`config.mk`:
```
export PLATFORM = sky130hd
export DESIGN_NAME = seven_segment_frame_monitor_flat
export DESIGN_NICKNAME = d
export VERILOG_FILES = /design/src/rtl/seven_segment_pkg.sv /design/src/rtl/seven_segment_frame_monitor_if.sv /design/src/rtl/seven_segment_channel_store.sv /design/src/rtl/seven_segment_frame_monitor.sv /design/src/flat_wrapper.sv
export SDC_FILE = /design/constraint.sdc
export NUM_CORES = 1
export LEC_CHECK = 0
export BUFFER_PORTS_ARGS = -buffer_cell sky130_fd_sc_hd__buf_4
export CORE_ASPECT_RATIO = 0.7
export CORE_MARGIN = 1.5
export CORE_UTILIZATION = 45
export CTS_BUF_LIST = sky130_fd_sc_hd__clkbuf_2
export DETAILED_ROUTE_END_ITERATION = 6
export GPL_TIMING_DRIVEN = 1
export PLACE_DENSITY = 0.59
export SYNTH_ARGS = -nofsm -noshare
export SYNTH_HDL_FRONTEND = slang
export SYNTH_SLANG_ARGS = --single-unit
```
`constraint.sdc`:
```
create_clock -name clk -period 2.35 [get_ports clk]
set_input_delay 0.1175 -clock clk [delete_from_list [all_inputs] [get_ports clk]]
set_output_delay 0.1175 -clock clk [all_outputs]
set_load 0.01 [all_outputs]
```
`src/rtl/seven_segment_pkg.sv`:
```
// Shared definitions for the seven-segment frame monitor: display mode
// codes, the blank-digit value, the history-slot record and a width helper.
package seven_segment_pkg;

    localparam logic [1:0] MODE_HIST = 2'd0;
    localparam logic [1:0] MODE_FCNT = 2'd1;
    localparam logic [1:0] MODE_ECNT = 2'd2;
    localparam logic [1:0] MODE_OFF  = 2'd3;

    localparam logic [3:0] BLANK_DIGIT = 4'h0;

    // Widest payload a history slot can carry; DATA_W must not exceed it.
    // Narrower payloads are stored zero-extended.
    localparam int SLOT_PAYLOAD_W = 32;

    typedef struct packed {
        logic [SLOT_PAYLOAD_W-1:0] payload;
        logic                      err;
        logic                      valid;
    } hist_slot_t;

    // Width of a channel-select field; at least one bit even for one channel.
    function automatic int sel_width(input int n);
        return (n > 1) ? $clog2(n) : 1;
    endfunction

endpackage

```
`src/rtl/seven_segment_frame_monitor_if.sv`:
```
// Frame input bus from the serial frame receiver: strobe, parity-tagged
// frame and the source channel tag.
interface seven_segment_frame_monitor_if #(
    parameter int DATA_W = 8,
    parameter int CH_W   = 2
);
    logic              frame_valid;
    logic [DATA_W:0]   frame;
    logic [CH_W-1:0]   frame_ch;

    modport master (output frame_valid, frame, frame_ch);
    modport slave  (input  frame_valid, frame, frame_ch);
endinterface

```
`src/rtl/seven_segment_channel_store.sv`:
```
// One channel's frame history (newest in slot 0), frame counter and
// parity-error counter. Clear takes priority over a simultaneous push.
module seven_segment_channel_store
    import seven_segment_pkg::*;
#(
    parameter int DATA_W = 8,
    parameter int HIST   = 4,
    parameter int CNT_W  = 16
) (
    input  logic                    clk,
    input  logic                    rst,
    input  logic                    push,
    input  logic                    err,
    input  logic                    clr,
    input  logic [DATA_W-1:0]       payload,
    output hist_slot_t [HIST-1:0]   hist,
    output logic [CNT_W-1:0]        frame_cnt,
    output logic [CNT_W-1:0]        err_cnt
);

    hist_slot_t [HIST-1:0] hist_reg;
    logic [CNT_W-1:0]      frame_cnt_reg;
    logic [CNT_W-1:0]      err_cnt_reg;
    hist_slot_t            new_slot;

    // Build the slot record for an incoming frame.
    always_comb begin
        new_slot         = '0;
        new_slot.payload = SLOT_PAYLOAD_W'(payload);
        new_slot.err     = err;
        new_slot.valid   = 1'b1;
    end

    // History shift register and saturating counters.
    always_ff @(posedge clk or negedge rst) begin
        if (!rst) begin
            hist_reg      <= '0;
            frame_cnt_reg <= '0;
            err_cnt_reg   <= '0;
        end else if (clr) begin
            hist_reg      <= '0;
            frame_cnt_reg <= '0;
            err_cnt_reg   <= '0;
        end else if (push) begin
            for (int k = HIST - 1; k > 0; k--) begin
                hist_reg[k] <= hist_reg[k-1];
            end
            hist_reg[0] <= new_slot;
            if (frame_cnt_reg != '1) begin
                frame_cnt_reg <= frame_cnt_reg + 1'b1;
            end
            if (err && (err_cnt_reg != '1)) begin
                err_cnt_reg <= err_cnt_reg + 1'b1;
            end
        end
    end

    assign hist      = hist_reg;
    assign frame_cnt = frame_cnt_reg;
    assign err_cnt   = err_cnt_reg;

endmodule

```
`src/rtl/seven_segment_frame_monitor.sv`:
```
// Seven-segment frame monitor: checks frame parity, routes accepted frames
// to per-channel stores and drives a registered hex-digit display of the
// selected channel in history / frame-count / error-count / blank mode.
module seven_segment_frame_monitor
    import seven_segment_pkg::*;
#(
    parameter int CHANNELS   = 4,
    parameter int DIGITS     = 8,
    parameter int DATA_W     = 8,
    parameter int CNT_W      = 16,
    parameter int PARITY_ODD = 0
) (
    input  logic                              clk,
    input  logic                              rst,
    seven_segment_frame_monitor_if.slave      frame_bus,
    input  logic [sel_width(CHANNELS)-1:0]    channel,
    input  logic [1:0]                        mode,
    input  logic                              freeze,
    input  logic                              clear,
    output logic [DIGITS*4-1:0]               digit,
    output logic [DIGITS-1:0]                 digit_en,
    output logic [DIGITS-1:0]                 en_dot,
    output logic                              parity_err
);

    localparam int NPD  = DATA_W / 4;      // digits per history slot
    localparam int HIST = DIGITS / NPD;    // history slots per channel
    localparam int DW   = DIGITS * 4;
    localparam logic [DIGITS-1:0] CNT_DIGIT_MASK =
        {DIGITS{1'b1}} >> (DIGITS - CNT_W / 4);

    logic                  parity_bad;
    logic                  accept;
    logic [CHANNELS-1:0]   push;
    logic [CHANNELS-1:0]   clr;

    hist_slot_t [HIST-1:0] hist_all      [CHANNELS];
    logic [CNT_W-1:0]      frame_cnt_all [CHANNELS];
    logic [CNT_W-1:0]      err_cnt_all   [CHANNELS];

    hist_slot_t [HIST-1:0] sel_hist;
    logic [CNT_W-1:0]      sel_fcnt;
    logic [CNT_W-1:0]      sel_ecnt;
    logic                  sel_valid;

    logic [DW-1:0]         digit_next;
    logic [DIGITS-1:0]     digit_en_next;
    logic [DIGITS-1:0]     en_dot_next;

    logic [DW-1:0]         digit_reg;
    logic [DIGITS-1:0]     digit_en_reg;
    logic [DIGITS-1:0]     en_dot_reg;
    logic                  parity_err_reg;

    assign parity_bad = (^frame_bus.frame) != 1'(PARITY_ODD);
    assign accept     = frame_bus.frame_valid && (int'(frame_bus.frame_ch) < CHANNELS);

    generate
        for (genvar gi = 0; gi < CHANNELS; gi++) begin : g_ch
            assign push[gi] = accept && (int'(frame_bus.frame_ch) == gi);
            assign clr[gi]  = clear && (int'(channel) == gi);

            seven_segment_channel_store #(
                .DATA_W (DATA_W),
                .HIST   (HIST),
                .CNT_W  (CNT_W)
            ) u_store (
                .clk       (clk),
                .rst       (rst),
                .push      (push[gi]),
                .err       (parity_bad),
                .clr       (clr[gi]),
                .payload   (frame_bus.frame[DATA_W-1:0]),
                .hist      (hist_all[gi]),
                .frame_cnt (frame_cnt_all[gi]),
                .err_cnt   (err_cnt_all[gi])
            );
        end
    endgenerate

    // Select the displayed channel's state; an out-of-range channel shows blank.
    always_comb begin
        sel_hist  = hist_all[0];
        sel_fcnt  = frame_cnt_all[0];
        sel_ecnt  = err_cnt_all[0];
        sel_valid = 1'b0;
        for (int c = 0; c < CHANNELS; c++) begin
            if (int'(channel) == c) begin
                sel_hist  = hist_all[c];
                sel_fcnt  = frame_cnt_all[c];
                sel_ecnt  = err_cnt_all[c];
                sel_valid = 1'b1;
            end
        end
    end

    // Format the next display image according to the display mode.
    always_comb begin
        digit_next    = {DIGITS{BLANK_DIGIT}};
        digit_en_next = '0;
        en_dot_next   = '0;
        if (sel_valid) begin
            case (mode)
                MODE_HIST: begin
                    for (int k = 0; k < HIST; k++) begin
                        if (sel_hist[k].valid) begin
                            digit_next = digit_next | (DW'(sel_hist[k].payload) << (k * DATA_W));
                            digit_en_next[k*NPD +: NPD] = '1;
                            en_dot_next[k*NPD]          = sel_hist[k].err;
                        end
                    end
                end
                MODE_FCNT: begin
                    digit_next    = DW'(sel_fcnt);
                    digit_en_next = CNT_DIGIT_MASK;
                end
                MODE_ECNT: begin
                    digit_next    = DW'(sel_ecnt);
                    digit_en_next = CNT_DIGIT_MASK;
                end
                default: begin
                    digit_next    = {DIGITS{BLANK_DIGIT}};
                    digit_en_next = '0;
                end
            endcase
        end
    end

    // Output registers: display reloads unless frozen; parity pulse always runs.
    always_ff @(posedge clk or negedge rst) begin
        if (!rst) begin
            digit_reg      <= '0;
            digit_en_reg   <= '0;
            en_dot_reg     <= '0;
            parity_err_reg <= 1'b0;
        end else begin
            parity_err_reg <= accept && parity_bad;
            if (!freeze) begin
                digit_reg    <= digit_next;
                digit_en_reg <= digit_en_next;
                en_dot_reg   <= en_dot_next;
            end
        end
    end

    assign digit      = digit_reg;
    assign digit_en   = digit_en_reg;
    assign en_dot     = en_dot_reg;
    assign parity_err = parity_err_reg;

endmodule

```
`src/flat_wrapper.sv`:
```
// flat-port wrapper written by rule: the top's interface ports become plain ports
module seven_segment_frame_monitor_flat import seven_segment_pkg::*;
#(
    parameter int CHANNELS   = 4,
    parameter int DIGITS     = 8,
    parameter int DATA_W     = 8,
    parameter int CNT_W      = 16,
    parameter int PARITY_ODD = 0
)
  (clk, rst, channel, mode, freeze, clear, digit, digit_en, en_dot, parity_err, frame_bus_frame_valid, frame_bus_frame, frame_bus_frame_ch);
  seven_segment_frame_monitor_if #(.DATA_W(DATA_W), .CH_W((2))) frame_bus_i ();
  input  logic clk;
  input  logic rst;
  input  logic [sel_width(CHANNELS)-1:0] channel;
  input  logic [1:0] mode;
  input  logic freeze;
  input  logic clear;
  output logic [DIGITS*4-1:0] digit;
  output logic [DIGITS-1:0] digit_en;
  output logic [DIGITS-1:0] en_dot;
  output logic parity_err;
  input wire logic [$bits(frame_bus_i.frame_valid)-1:0] frame_bus_frame_valid;
  input wire logic [$bits(frame_bus_i.frame)-1:0] frame_bus_frame;
  input wire logic [$bits(frame_bus_i.frame_ch)-1:0] frame_bus_frame_ch;
  assign frame_bus_i.frame_valid = frame_bus_frame_valid;
  assign frame_bus_i.frame = frame_bus_frame;
  assign frame_bus_i.frame_ch = frame_bus_frame_ch;
  seven_segment_frame_monitor #(.CHANNELS(CHANNELS), .DIGITS(DIGITS), .DATA_W(DATA_W), .CNT_W(CNT_W), .PARITY_ODD(PARITY_ODD)) u_core (.clk(clk), .rst(rst), .frame_bus(frame_bus_i), .channel(channel), .mode(mode), .freeze(freeze), .clear(clear), .digit(digit), .digit_en(digit_en), .en_dot(en_dot), .parity_err(parity_err));
endmodule
```
# Word level (Yosys, flattened, before mapping)
# Cells that the tools add are included.
word_totals:
  output_inout_bits: 49
  elab_cells: 200
  inputBits: 20
  ff_bits: 621
classes:
  n_bitwise: 3
  n_reduce_logical: 38
  mux: 75
  eq_ne: 16
  n_addsub: 8
op_table:
  columns: ["op", "n"]
  rows:
  - ["$mux W112", 11]
  - ["$mux W16", 30]
  - ["$mux W32", 11]
  - ["$add A16 B1 Y16 const B", 8]
  - ["$ne A16 B16 Y1 const B", 8]
  - ["$or A32 B32 Y32", 3]
  - ["$pmux W32 S3", 1]
  - ["$reduce_bool A2 Y1", 12]
  - ["$mux W1", 16]
  - ["$pmux W8 S2", 1]
  - ["$reduce_and A2 Y1", 8]
  - ["$logic_and A1 B1 Y1", 13]
  - ["$eq A2 B2 Y1 const B", 5]
  - ["$reduce_xor A9 Y1", 1]
  - ["$mux W2", 4]
  - ["$mux W8", 1]
  - ["$eq A2 B1 Y1 const B", 3]
  - ["$logic_not A2 Y1", 3]
  - ["$reduce_or A2 Y1", 1]

# Longest topological paths before layout
# Gate-level depths: netlist (run 1).
logic_depth:
  ltp_word: 19
  ltp_mapped: 9

# By module
# From an unflattened synthesis (run 1), not the netlist that was laid out.
hier_totals:
  cells_unflattened: 2369
  hier_area_um2: 22660.5
by_module_without_submodules:
  columns: ["mod", "cells_per_inst", "n_inst", "area_each_um2"]
  rows:
  - ["seven_segment_channel_store at u_core.g_ch[0].u_store ...", 433, 3, 4156.5]
  - ["seven_segment_frame_monitor", 643, 1, 6057.1]
  - ["seven_segment_channel_store at u_core.g_ch[1].u_store", 427, 1, 4134.0]

# Least setup slack after synthesis (run 1)
# No wires, ideal clock.
synth_timing:
  path_kind: "register to register"
  start: "register u_core.g_ch[2].u_store.err_cnt_reg[0]"
  end: "register u_core.g_ch[2].u_store.err_cnt_reg[11]"
  setup_slack_ns: 0.368
  arrival_time_ns: 1.904
  stages_incl_launch_ff: 8
  period_less_slack_ns: 1.982
  setup_time_ns: 0.078
  n_path_buf: 0
  cell_sequence: "dfrtp_1 -> ha_1 -> and3_1 -> and3_1 -> nand4_1 -> nand4_2 -> or4_1 -> a21oi_1"
synth_via:
  elab_chain_len: 4
synth_rtl:
  columns: ["element", "line_no", "text"]
  rows:
  - ["from (decl)", "seven_segment_channel_store.sv:23", "logic [CNT_W-1:0] err_cnt_reg;"]
  - ["from (signal assigned)", "seven_segment_channel_store.sv:53", "err_cnt_reg <= err_cnt_reg + 1'b1;"]
  - ["$add A16 B1 Y16 or $ne A16 B16 Y1 (tied branches)", "seven_segment_channel_store.sv:53, seven_segment_channel_store.sv:52", null]
  - ["$mux W16 or $logic_and A1 B1 Y1 (tied branches)", "seven_segment_channel_store.sv:52", "if (err && (err_cnt_reg != '1)) begin"]
  - ["$mux W16 or $reduce_bool A2 Y1 (tied branches)", null, null]
  - ["$mux W16 or $reduce_and A2 Y1 (tied branches)", null, null]
# Several ways; a longest one is shown, not always the timed one. The select of a mux whose other input is x is not followed.
# A chain may end at the register's enable or synchronous reset.

# Worst setup path in the final report (run 1)
layout_timing:
  start: "register u_core.g_ch[2].u_store.err_cnt_reg[1]"
  end: "register u_core.g_ch[2].u_store.err_cnt_reg[11]"
# Same word-level chain as after synthesis.

==> impl_metrics.tcl, run 1 <==
set metrics [dict create \
    status "complete, but fails checks" \
    violations "DRC" \
    ir_drop_v 0.0004949 \
    tightest_slew_ns 0.6468 \
    worstPathArrival_ns 3.07 \
    drc 11 \
    ys_seq_elements 329 \
    antenna_left 0 \
    setup_violations 0 \
    synth_compound_area_share_pct 14.87 \
    dp_hpwl_um 35520 \
    drv_cap 0 \
    antenna_found_initial 3 \
    max_freq_mhz 461.8 \
    first_pass_iters 7 \
    use_met3_pct 7.663 \
    htreeDepth 3 \
    fin_crit_sh_pct 92.14 \
    grt_first_pass_wirelength_um 82830 \
    vias 14940 \
    hold_end "u_core.digit_en[5]$_DFFE_PN0N_" \
    clk_pin_slew_ns 0.14 \
    seq_area_frac_synth_pct 48.64 \
    worstSetupPathType "reg -> reg" \
    rrSetupSlack_ns 0.18 \
    critPathCaptureType "register" \
    coreArea_sq_um 37130 \
    power_mw 12.20 \
    die_x_um 234.8 \
    async_reset_ff_share_pct 100.0 \
    cts_buffer_depth 3 \
    syn-instance-count 1882 \
    gr-usage-met2_pct 38.80 \
    r2r_cells 7 \
    port_buffers 64 \
    met1_usage_pct 41.62 \
    hp-class "in -> reg" \
    nets 2051 \
    synth_cell_types 58 \
    cts_sinks 329 \
    grt_max_degree 70 \
    synth_simple_gate_area_share_pct 20.76 \
    grt_setup_unrepaired "false" \
    stdcell_area_sq_um 19400 \
    synth_mux_area_share_pct 6.195 \
    synth-xor-area-share_pct 4.635 \
    fin_hold_ws_ns 0.1817 \
    hp-start "freeze" \
    pin_count 69 \
    holdPathStages 4 \
    setup_tns_ns 0 \
    ys_dominant_reg_cell "dfrtp_1" \
    largest_reg_flops 160 \
    cellPowerDensity_nw_per_um2 628.7 \
    routed_via_density 5.837 \
    startpoint_type "register" \
    avgSynthCellArea_sq_um 8.993 \
    ff_latch_area_sq_um 8233 \
    synth-edff-count 0 \
    routedWlPerCell_um 20.77 \
    finalHoldViolations 0 \
    multi_input_area_sq_um 8054 \
    place.gp.congestion 0.9276 \
    grt_pass1_vias 14000 \
    postCtsSetupBuffers 0 \
    critPathLaunch "u_core.g_ch[2].u_store.err_cnt[1]$_DFFE_PN0P_" \
    drive_above_1_share_pct 15.46 \
    finalClockSkew_ns 0.05035 \
    busiest_layer "met1" \
    final.min_clock_period_ns 2.165 \
    p_leak_nw 8.576 \
    crit_fanout 10 \
    crit_required_ns 3.26 \
    grt.total_usage_pct 27.80 \
    first_iter_violations 1695 \
    synthAdderAreaFrac_pct 0.8871 \
    synth_top_family_by_area "simple AND/OR/NAND/NOR gates" \
    die-area_sq_um 38800 \
    num_rows 59 \
    die_h_um 165.3 \
    slew_violations 0 \
    insertion_delay_ns 0.98 \
    area_delta_synth_final_pct 14.64 \
    routed_wl_um 53170 \
    grt_overflow 0 \
    relSlewSlack_pct 56.55 \
    n_fill_cell 3552 \
    yosysWarnings 0 \
    cts_root_buffer "clkbuf_2" \
    cts_tree "done" \
    numCtsBuffers 82 \
    start_util_pct 45.58 \
    r2r-end "u_core.g_ch[2].u_store.err_cnt[11]$_DFFE_PN0P_" \
    synthesis.area_sq_um 16920 \
    postPlaceCellArea_sq_um 18210 \
    worstReg2RegStart "u_core.g_ch[2].u_store.err_cnt[1]$_DFFE_PN0P_" \
]
critical path: stages (launching register included):
cell,delay (ns)
dfrtp_1,0.46
ha_1,0.23
and3_1,0.20
and3_1,0.20
nand4_1,0.15
nand4_2,0.24
or4_1,0.47
a21oi_1,0.15
cells in the mapped netlist, types with 7 or more instances:
library cell	instances	share of area, %
buf_1	21	0.47
nor4_1	15	0.55
a21o_1	13	0.58
nor3_1	23	0.68
and4_1	10	0.52
buf_4	8	0.35
nand3_1	44	1.3
xnor2_1	43	2.2
and2_1	8	0.30
nor2b_1	9	0.33
a211oi_1	7	0.31
a21oi_1	227	6.7
nand4_1	43	1.6
and3_1	24	0.89
a22oi_1	13	0.58
o211ai_1	18	0.80
nor2_1	131	2.9
clkbuf_1	96	2.1
mux2i_1	26	1.5
mux4_2	22	2.9
mux2_2	26	1.7
or3_1	31	1.1
a32o_1	18	1.1
o21ai_0	64	1.9
ha_1	12	0.89
inv_1	36	0.80
a221oi_1	18	0.93
buf_2	8	0.24
nand2_1	434	9.6
a22o_1	13	0.67
dfrtp_1	329	49
xor2_1	42	2.2
per-layer routing:
layer / routed length [um] / vias up
li1: - / 6882
met1: 25320 / 7341
met2: 22070 / 623
met3: 4555 / 94
met4: 1213 / 2
met5: 11 / -
cell type report:
type	instances	share of cell area [%]
Sequential cell	329	42.43
Timing Repair Buffer	183	8.680
Antenna cell	2	0.02579
Clock inverter	25	0.6707
Inverter	36	0.6965
Tap cell	488	3.147
Clock buffer	110	2.837
Multi-Input combinational cell	1387	41.51
where the power goes:
group / switching [mW] / total, mW / leakage [nW] / internal [mW]
Sequential: 0.424 / 6.47 / 4.51 / 6.05
Clock: 2.44 / 3.81 / 0.527 / 1.37
Combinational: 1.13 / 1.92 / 3.54 / 0.791
Total: 3.99 / 12.2 / 8.58 / 8.21
how the worst max path moves through the flow:
stage                                                                  to  slack (ns)
after detailed placement   u_core.g_ch[1].u_store.err_cnt[11]$_DFFE_PN0P_        0.05
final                      u_core.g_ch[2].u_store.err_cnt[11]$_DFFE_PN0P_        0.18
after global placement     u_core.g_ch[1].u_store.err_cnt[11]$_DFFE_PN0P_        0.11
after floorplan            u_core.g_ch[2].u_store.err_cnt[11]$_DFFE_PN0P_        0.37
after global routing      u_core.g_ch[2].u_store.frame_cnt[7]$_DFFE_PN0P_        0.04
after CTS                  u_core.g_ch[1].u_store.err_cnt[11]$_DFFE_PN0P_        0.24
stage by stage:
stage	setup slack [ns]	util [%]	std cells
2_1_floorplan	0.3677	-	1885
3_5_place_dp	0.04772	49.04	2374
4_1_cts	0.2378	52.24	2558
5_1_grt	0.04021	52.25	2560
3_3_place_gp	0.1068	49.04	2374
6_report	0.1846	52.25	2560
cells in the final DEF (no fill, tap or decap), types with 9 or more instances in the layout:
master and n:
and4_1 10, a21o_1 13, ha_1 12, xor2_1 42, nor3_1 23, nand3_1 43, mux4_2 22, o211ai_1 18
and3_1 22, dfrtp_1 329, mux2_2 26, a22oi_1 13, clkinv_1 15, nor4_1 15, nand2_1 434, buf_12 13
nor2_1 130, nand4_1 43, a221oi_1 18, xnor2_1 43, dlygate4sd3_1 48, a32o_1 18, buf_4 120, clkbuf_2 110
a22o_1 13, mux2i_1 26, nor2b_1 9, or3_1 31, inv_1 36, a21oi_1 227, o21ai_0 64
logic make-up after synthesis:
logic type,Yosys count
AO/OA/AOI/OAI,418
XOR/XNOR,87
adder cells (fa/ha/maj),12
buffers and inverters,169
flip-flops,329
multiplexers,74
other,1
AND/OR/NAND/NOR,792
timing repair:
item	CTS	global route
hold buffers	49	0
hold endpoints to repair	657	0
gates resized for setup	0	0
No activity file was read; power rests on OpenSTA's default activity.
==> run 2: changes to the inputs <==
--- a/config.mk
+++ b/config.mk
@@ -12,7 +12,6 @@
 export CTS_BUF_LIST = sky130_fd_sc_hd__clkbuf_2
 export DETAILED_ROUTE_END_ITERATION = 6
 export GPL_TIMING_DRIVEN = 1
-export PLACE_DENSITY = 0.59
 export SYNTH_ARGS = -nofsm -noshare
 export SYNTH_HDL_FRONTEND = slang
 export SYNTH_SLANG_ARGS = --single-unit
==> impl_metrics.tcl, run 2 (synthesis gave the netlist of run 1 again) <==
set metrics [dict create \
    port_buffers 64 \
    postCtsSetupBuffers 0 \
    hp-class "in -> reg" \
    coreArea_sq_um 37130 \
    cts_root_buffer "clkbuf_2" \
    antenna_left 0 \
    ctsResizeCount 0 \
    slowest_stage "dlygate4sd3_1" \
    cts_sinks 329 \
    cellPowerDensity_nw_per_um2 635.3 \
    dp_slack_ns 0.1041 \
    rrSetupSlack_ns 0.19 \
    slowest_delay_ns 0.64 \
    fin_cells 2544 \
    critPathLaunch "mode[1]" \
    cts_buffer_depth 3 \
    cts_tree "done" \
    r2r_cells 7 \
    switching_power_mw 3.873 \
    hold_buffers 38 \
    insertion_delay_ns 1.00 \
    numCtsBuffers 83 \
    dp_hpwl_um 35500 \
    finalClockSkew_ns 0.05347 \
    critPathCaptureType "register" \
    finalHoldViolations 0 \
    setup_violations 0 \
    grt.total_usage_pct 27.87 \
    routed_wl_um 53060 \
    mostFrequentLayoutCells "434 x nand2_1, 329 x dfrtp_1, 227 x a21oi_1" \
    worstSetupPathType "in -> reg" \
    setup_ws_ns 0.1080 \
    largest_reg_flops 160 \
    worstReg2RegStart "u_core.g_ch[0].u_store.err_cnt[0]$_DFFE_PN0P_" \
    final_util_pct 52.13 \
    routedWlPerCell_um 20.86 \
    status "finished, final reports clean" \
    area_delta_synth_final_pct 14.36 \
    postPlaceCellArea_sq_um 18250 \
    fin_crit_sh_pct 95.40 \
    grt_setup_unrepaired "false" \
    p_leak_nw 8.544 \
    slew_violations 0 \
    stdcell_area_sq_um 19360 \
    die_x_um 234.8 \
    p_seq_share_pct 52.6 \
    grt_overflow 0 \
    antenna_found_initial 2 \
    num_rows 59 \
    fin_hold_ws_ns 0.09690 \
    holdPathStages 3 \
    layout.cells.most_common "nand2_1" \
    crit_top_cell "dlygate4sd3_1" \
    first_pass_iters 7 \
    vias 14900 \
    crit_path_end "u_core.digit_en[6]$_DFFE_PN0N_" \
    final.min_clock_period_ns 2.242 \
    path_cells "dlygate4sd3_1 -> buf_4 -> inv_1 -> ha_1 -> dlygate4sd3_1 -> buf_4 -> nor2b_1 -> nand3b_1 -> nand2_1 -> dlygate4sd3_1" \
    power_mw 12.30 \
    worstPathArrival_ns 3.18 \
    grt_max_degree 63 \
    crit_required_ns 3.29 \
    pin_count 69 \
    die_h_um 165.3 \
    combPwrFrac_pct 15.5 \
    start_util_pct 45.58 \
    tightest_slew_ns 0.8418 \
    drive_above_1_share_pct 15.73 \
    max_freq_mhz 446.0 \
    r2r-end "u_core.g_ch[0].u_store.err_cnt[11]$_DFFE_PN0P_" \
    nets 2045 \
    p_int_mw 8.423 \
    clk_pin_slew_ns 0.10 \
    setup_tns_ns 0 \
    place.gp.congestion 0.8932 \
    grt_pass1_vias 14220 \
    startpoint_type "input port" \
    routed_via_density 5.858 \
    relSlewSlack_pct 43.45 \
    drv_cap 0 \
    drc 0 \
    grt_first_pass_wirelength_um 83180 \
    crit_fanout 9 \
    dpl.cell_count 2378 \
    die-area_sq_um 38800 \
    clockPowerShare_pct 31.9 \
    first_iter_violations 1597 \
    switching_share_pct 31.50 \
    ir_drop_v 0.0003473 \
    htreeDepth 3 \
]
==> run 2: cell types whose count changed in the layout (fill, tap and decap cells not counted), sizes merged <==
cell,previous run,this run
buf,135,139
bufinv,1,3
clkbuf,110,113
clkinv,20,8
clkinvlp,1,0
diode,2,3
dlygate4sd3,48,37
inv,39,37
==> run 2: worst max-delay path: cells and delay by family <==
kind	cells	cell delay (ns)
simple gates	3	0.78
buf+inv	6	2.13
fa+ha+maj	1	0.14
==> run 2: layout make-up <==
class                      count  area (sq um)
antenna                        3         7.507
clock buffer                 113         565.5
clock inverter                12         133.9
fill                        3502         17780
inverter                      36         135.1
multi-input combinational   1387          8054
sequential                   329          8233
tap                          488         610.6
timing repair buffer         176          1617
==> run 2: routing by layer <==
metal	routed length (um)	vias to the layer above	GRT usage [%]
met3	5043	97	7.680
met4	1394	0	9.652
met5	0	-	0
met1	24520	7332	40.90
met2	22100	626	39.37
li1	-	6849	-
==> run 2: worst min-delay path by stage <==
stage,start,endpoint,slack [ns]
5_1_grt,frame_bus_frame_valid,u_core.parity_err$_DFF_PN0_,0.03
6_report,frame_bus_frame_valid,u_core.parity_err$_DFF_PN0_,0.1
3_5_place_dp,rst,u_core.g_ch[0].u_store.hist[103]$_DFFE_PN0P_,0.07
2_1_floorplan,rst,u_core.digit[0]$_DFFE_PN0N_,-0.18
3_3_place_gp,rst,u_core.g_ch[0].u_store.hist[103]$_DFFE_PN0P_,0.07
4_1_cts,frame_bus_frame_valid,u_core.parity_err$_DFF_PN0_,0.02
==> run 2: power groups by stage <==
stage | clock network [mW] | registers, mW | logic [mW]
5_1_grt | 4.33 | 6.51 | 2.10
6_report | 3.93 | 6.46 | 1.91
3_5_place_dp | 0 | 6.56 | 1.84
3_3_place_gp | 0 | 6.54 | 1.80
4_1_cts | 4.05 | 6.45 | 1.90
2_1_floorplan | 0 | 6.43 | 1.09
==> run 3: changes to the inputs <==
--- a/config.mk
+++ b/config.mk
@@ -5,12 +5,12 @@
 export SDC_FILE = /design/constraint.sdc
 export NUM_CORES = 1
 export LEC_CHECK = 0
-export BUFFER_PORTS_ARGS = -buffer_cell sky130_fd_sc_hd__buf_4
 export CORE_ASPECT_RATIO = 0.7
 export CORE_MARGIN = 1.5
 export CORE_UTILIZATION = 45
 export CTS_BUF_LIST = sky130_fd_sc_hd__clkbuf_2
 export DETAILED_ROUTE_END_ITERATION = 6
+export DONT_BUFFER_PORTS = 1
 export GPL_TIMING_DRIVEN = 1
 export SYNTH_ARGS = -nofsm -noshare
 export SYNTH_HDL_FRONTEND = slang
==> impl_metrics.tcl, run 3 (synthesis gave the netlist of run 1 again) <==
set metrics [dict create \
    status "complete, but fails checks" \
    violations "DRC, hold timing, setup timing" \
    postPlaceCellArea_sq_um 17360 \
    p_leak_nw 8.457 \
    antenna_found_initial 4 \
    use_met3_pct 8.743 \
    setup_tns_ns -0.01164 \
    grt_first_pass_wirelength_um 85530 \
    first_pass_iters 7 \
    layout.cells.most_common "nand2_1" \
    cts_tree "done" \
    r2r_cells 5 \
    finalClockSkew_ns 0.07802 \
    grt_pass1_vias 14110 \
    pin_count 69 \
    clk_pin_slew_ns 0.11 \
    mostFrequentLayoutCells "434 x nand2_1, 329 x dfrtp_1, 227 x a21oi_1" \
    die-area_sq_um 38800 \
    grt.total_usage_pct 28.71 \
    finalHoldViolations 329 \
    dp_slack_ns 0.1888 \
    port_buffers 0 \
    fin_crit_sh_pct 100.5 \
    n_fill_cell 3520 \
    dpl.cell_count 2274 \
    worstPathArrival_ns 3.27 \
    die_h_um 165.3 \
    cts_root_buffer "clkbuf_2" \
    hp-class "in -> async" \
    final_util_pct 52.16 \
    fin_hold_ws_ns -1.165 \
    setup_ws_ns -0.01164 \
    cts_sinks 329 \
    relSlewSlack_pct 29.60 \
    r2r-end "u_core.digit[22]$_DFFE_PN0N_" \
    grt_overflow 0 \
    multi_input_area_sq_um 8078 \
    nets 2022 \
    slew_violations 0 \
    drv_cap 0 \
    met1_usage_pct 43.22 \
    place.gp.congestion 0.9136 \
    rrSetupSlack_ns 0.05 \
    crit_required_ns 3.26 \
    power_mw 12.37 \
    drc 17 \
    first_iter_violations 1952 \
    cellPowerDensity_nw_per_um2 638.5 \
    vias 15080 \
    worstReg2RegStart "u_core.g_ch[3].u_store.hist[76]$_DFFE_PN0P_" \
    grt_setup_unrepaired "false" \
    final.min_clock_period_ns 2.362 \
    critPathCaptureType "register" \
    die_x_um 234.8 \
    cts_buffer_depth 3 \
    insertion_delay_ns 1.04 \
    critPathLaunch "frame_bus_frame_ch[0]" \
    tightest_slew_ns 1.056 \
    fin_cells 2537 \
    area_delta_synth_final_pct 14.43 \
    start_util_pct 45.58 \
    max_freq_mhz 423.4 \
    ff_latch_area_sq_um 8233 \
    grt_max_degree 330 \
    crit_fanout 40 \
    drive_above_1_share_pct 11.96 \
    routedWlPerCell_um 21.93 \
    dp_hpwl_um 33710 \
    ir_drop_v 0.0004238 \
    worstSetupPathType "in -> reg" \
    setup_violations 1 \
    numCtsBuffers 84 \
    gr-usage-met2_pct 38.95 \
    startpoint_type "input port" \
    busiest_layer "met1" \
    coreArea_sq_um 37130 \
    antenna_left 0 \
    stdcell_area_sq_um 19370 \
    routed_via_density 5.945 \
    htreeDepth 3 \
    largest_reg_flops 160 \
    num_rows 59 \
    routed_wl_um 55640 \
]
[run 3: cell count changes in the layout (fill, tap and decap cells not counted), moves of 2 or more]
cell	before	now
buf_4	123	33
dlygate4sd3_1	37	103
clkbuf_2	113	127
buf_12	14	8
clkinv_1	6	11
buf_6	0	2
clkinv_4	2	0
diode_2	3	1
inv_2	1	3
nand4_2	2	0
nand4_4	0	2
[run 3: how the worst max path moves through the flow]
stage	to	slack (ns)
after CTS	u_core.digit[16]$_DFFE_PN0N_	0.01
final	u_core.g_ch[1].u_store.hist[3]$_DFFE_PN0P_	-0.01
after floorplan	u_core.g_ch[2].u_store.err_cnt[11]$_DFFE_PN0P_	0.37
after detailed placement	u_core.g_ch[1].u_store.err_cnt[11]$_DFFE_PN0P_	0.19
after global placement	u_core.g_ch[1].u_store.err_cnt[11]$_DFFE_PN0P_	0.22
after global routing	u_core.en_dot[2]$_DFFE_PN0N_	0.008
[run 3: area by class of cell]
cell class | instances | share of cell area (%)
multi-input combinational | 1388 | 41.71
clock buffer | 127 | 3.282
antenna | 1 | 0.01292
timing repair buffer | 151 | 8.030
tap | 488 | 3.153
inverter | 36 | 0.6977
sequential | 329 | 42.51
clock inverter | 17 | 0.6073
[run 3: layer usage]
layer / wire length, um / share of wire, % / vias up
met1: 25470 / 46 / 7397
met3: 6495 / 12 / 85
met5: 27 / 0.049 / -
li1: - / - / 6826
met4: 1083 / 1.9 / 4
met2: 22560 / 41 / 771
[run 3: critical path, stage by stage]
cell	delay (ns)
dlygate4sd3_1	0.92
and3b_2	0.44
buf_6	0.42
nand2_1	0.09
dlygate4sd3_1	0.56
a21oi_1	0.14
dlygate4sd3_1	0.57
[run 3: what timing repair did]
item | 4_1_cts | 5_1_grt
resized for setup | 0 | 10
endpoints found under the setup margin | 0 | 33
hold buffers | 114 | 3
hold endpoints to repair | 658 | 334
buffers inserted | 0 | 8
[run 3: power breakdown]
group	switching, mW	total, mW	leakage, nW	internal, mW
clock network	2.45	4.09	0.590	1.63
registers	0.501	6.55	4.51	6.04
logic	0.985	1.73	3.36	0.750
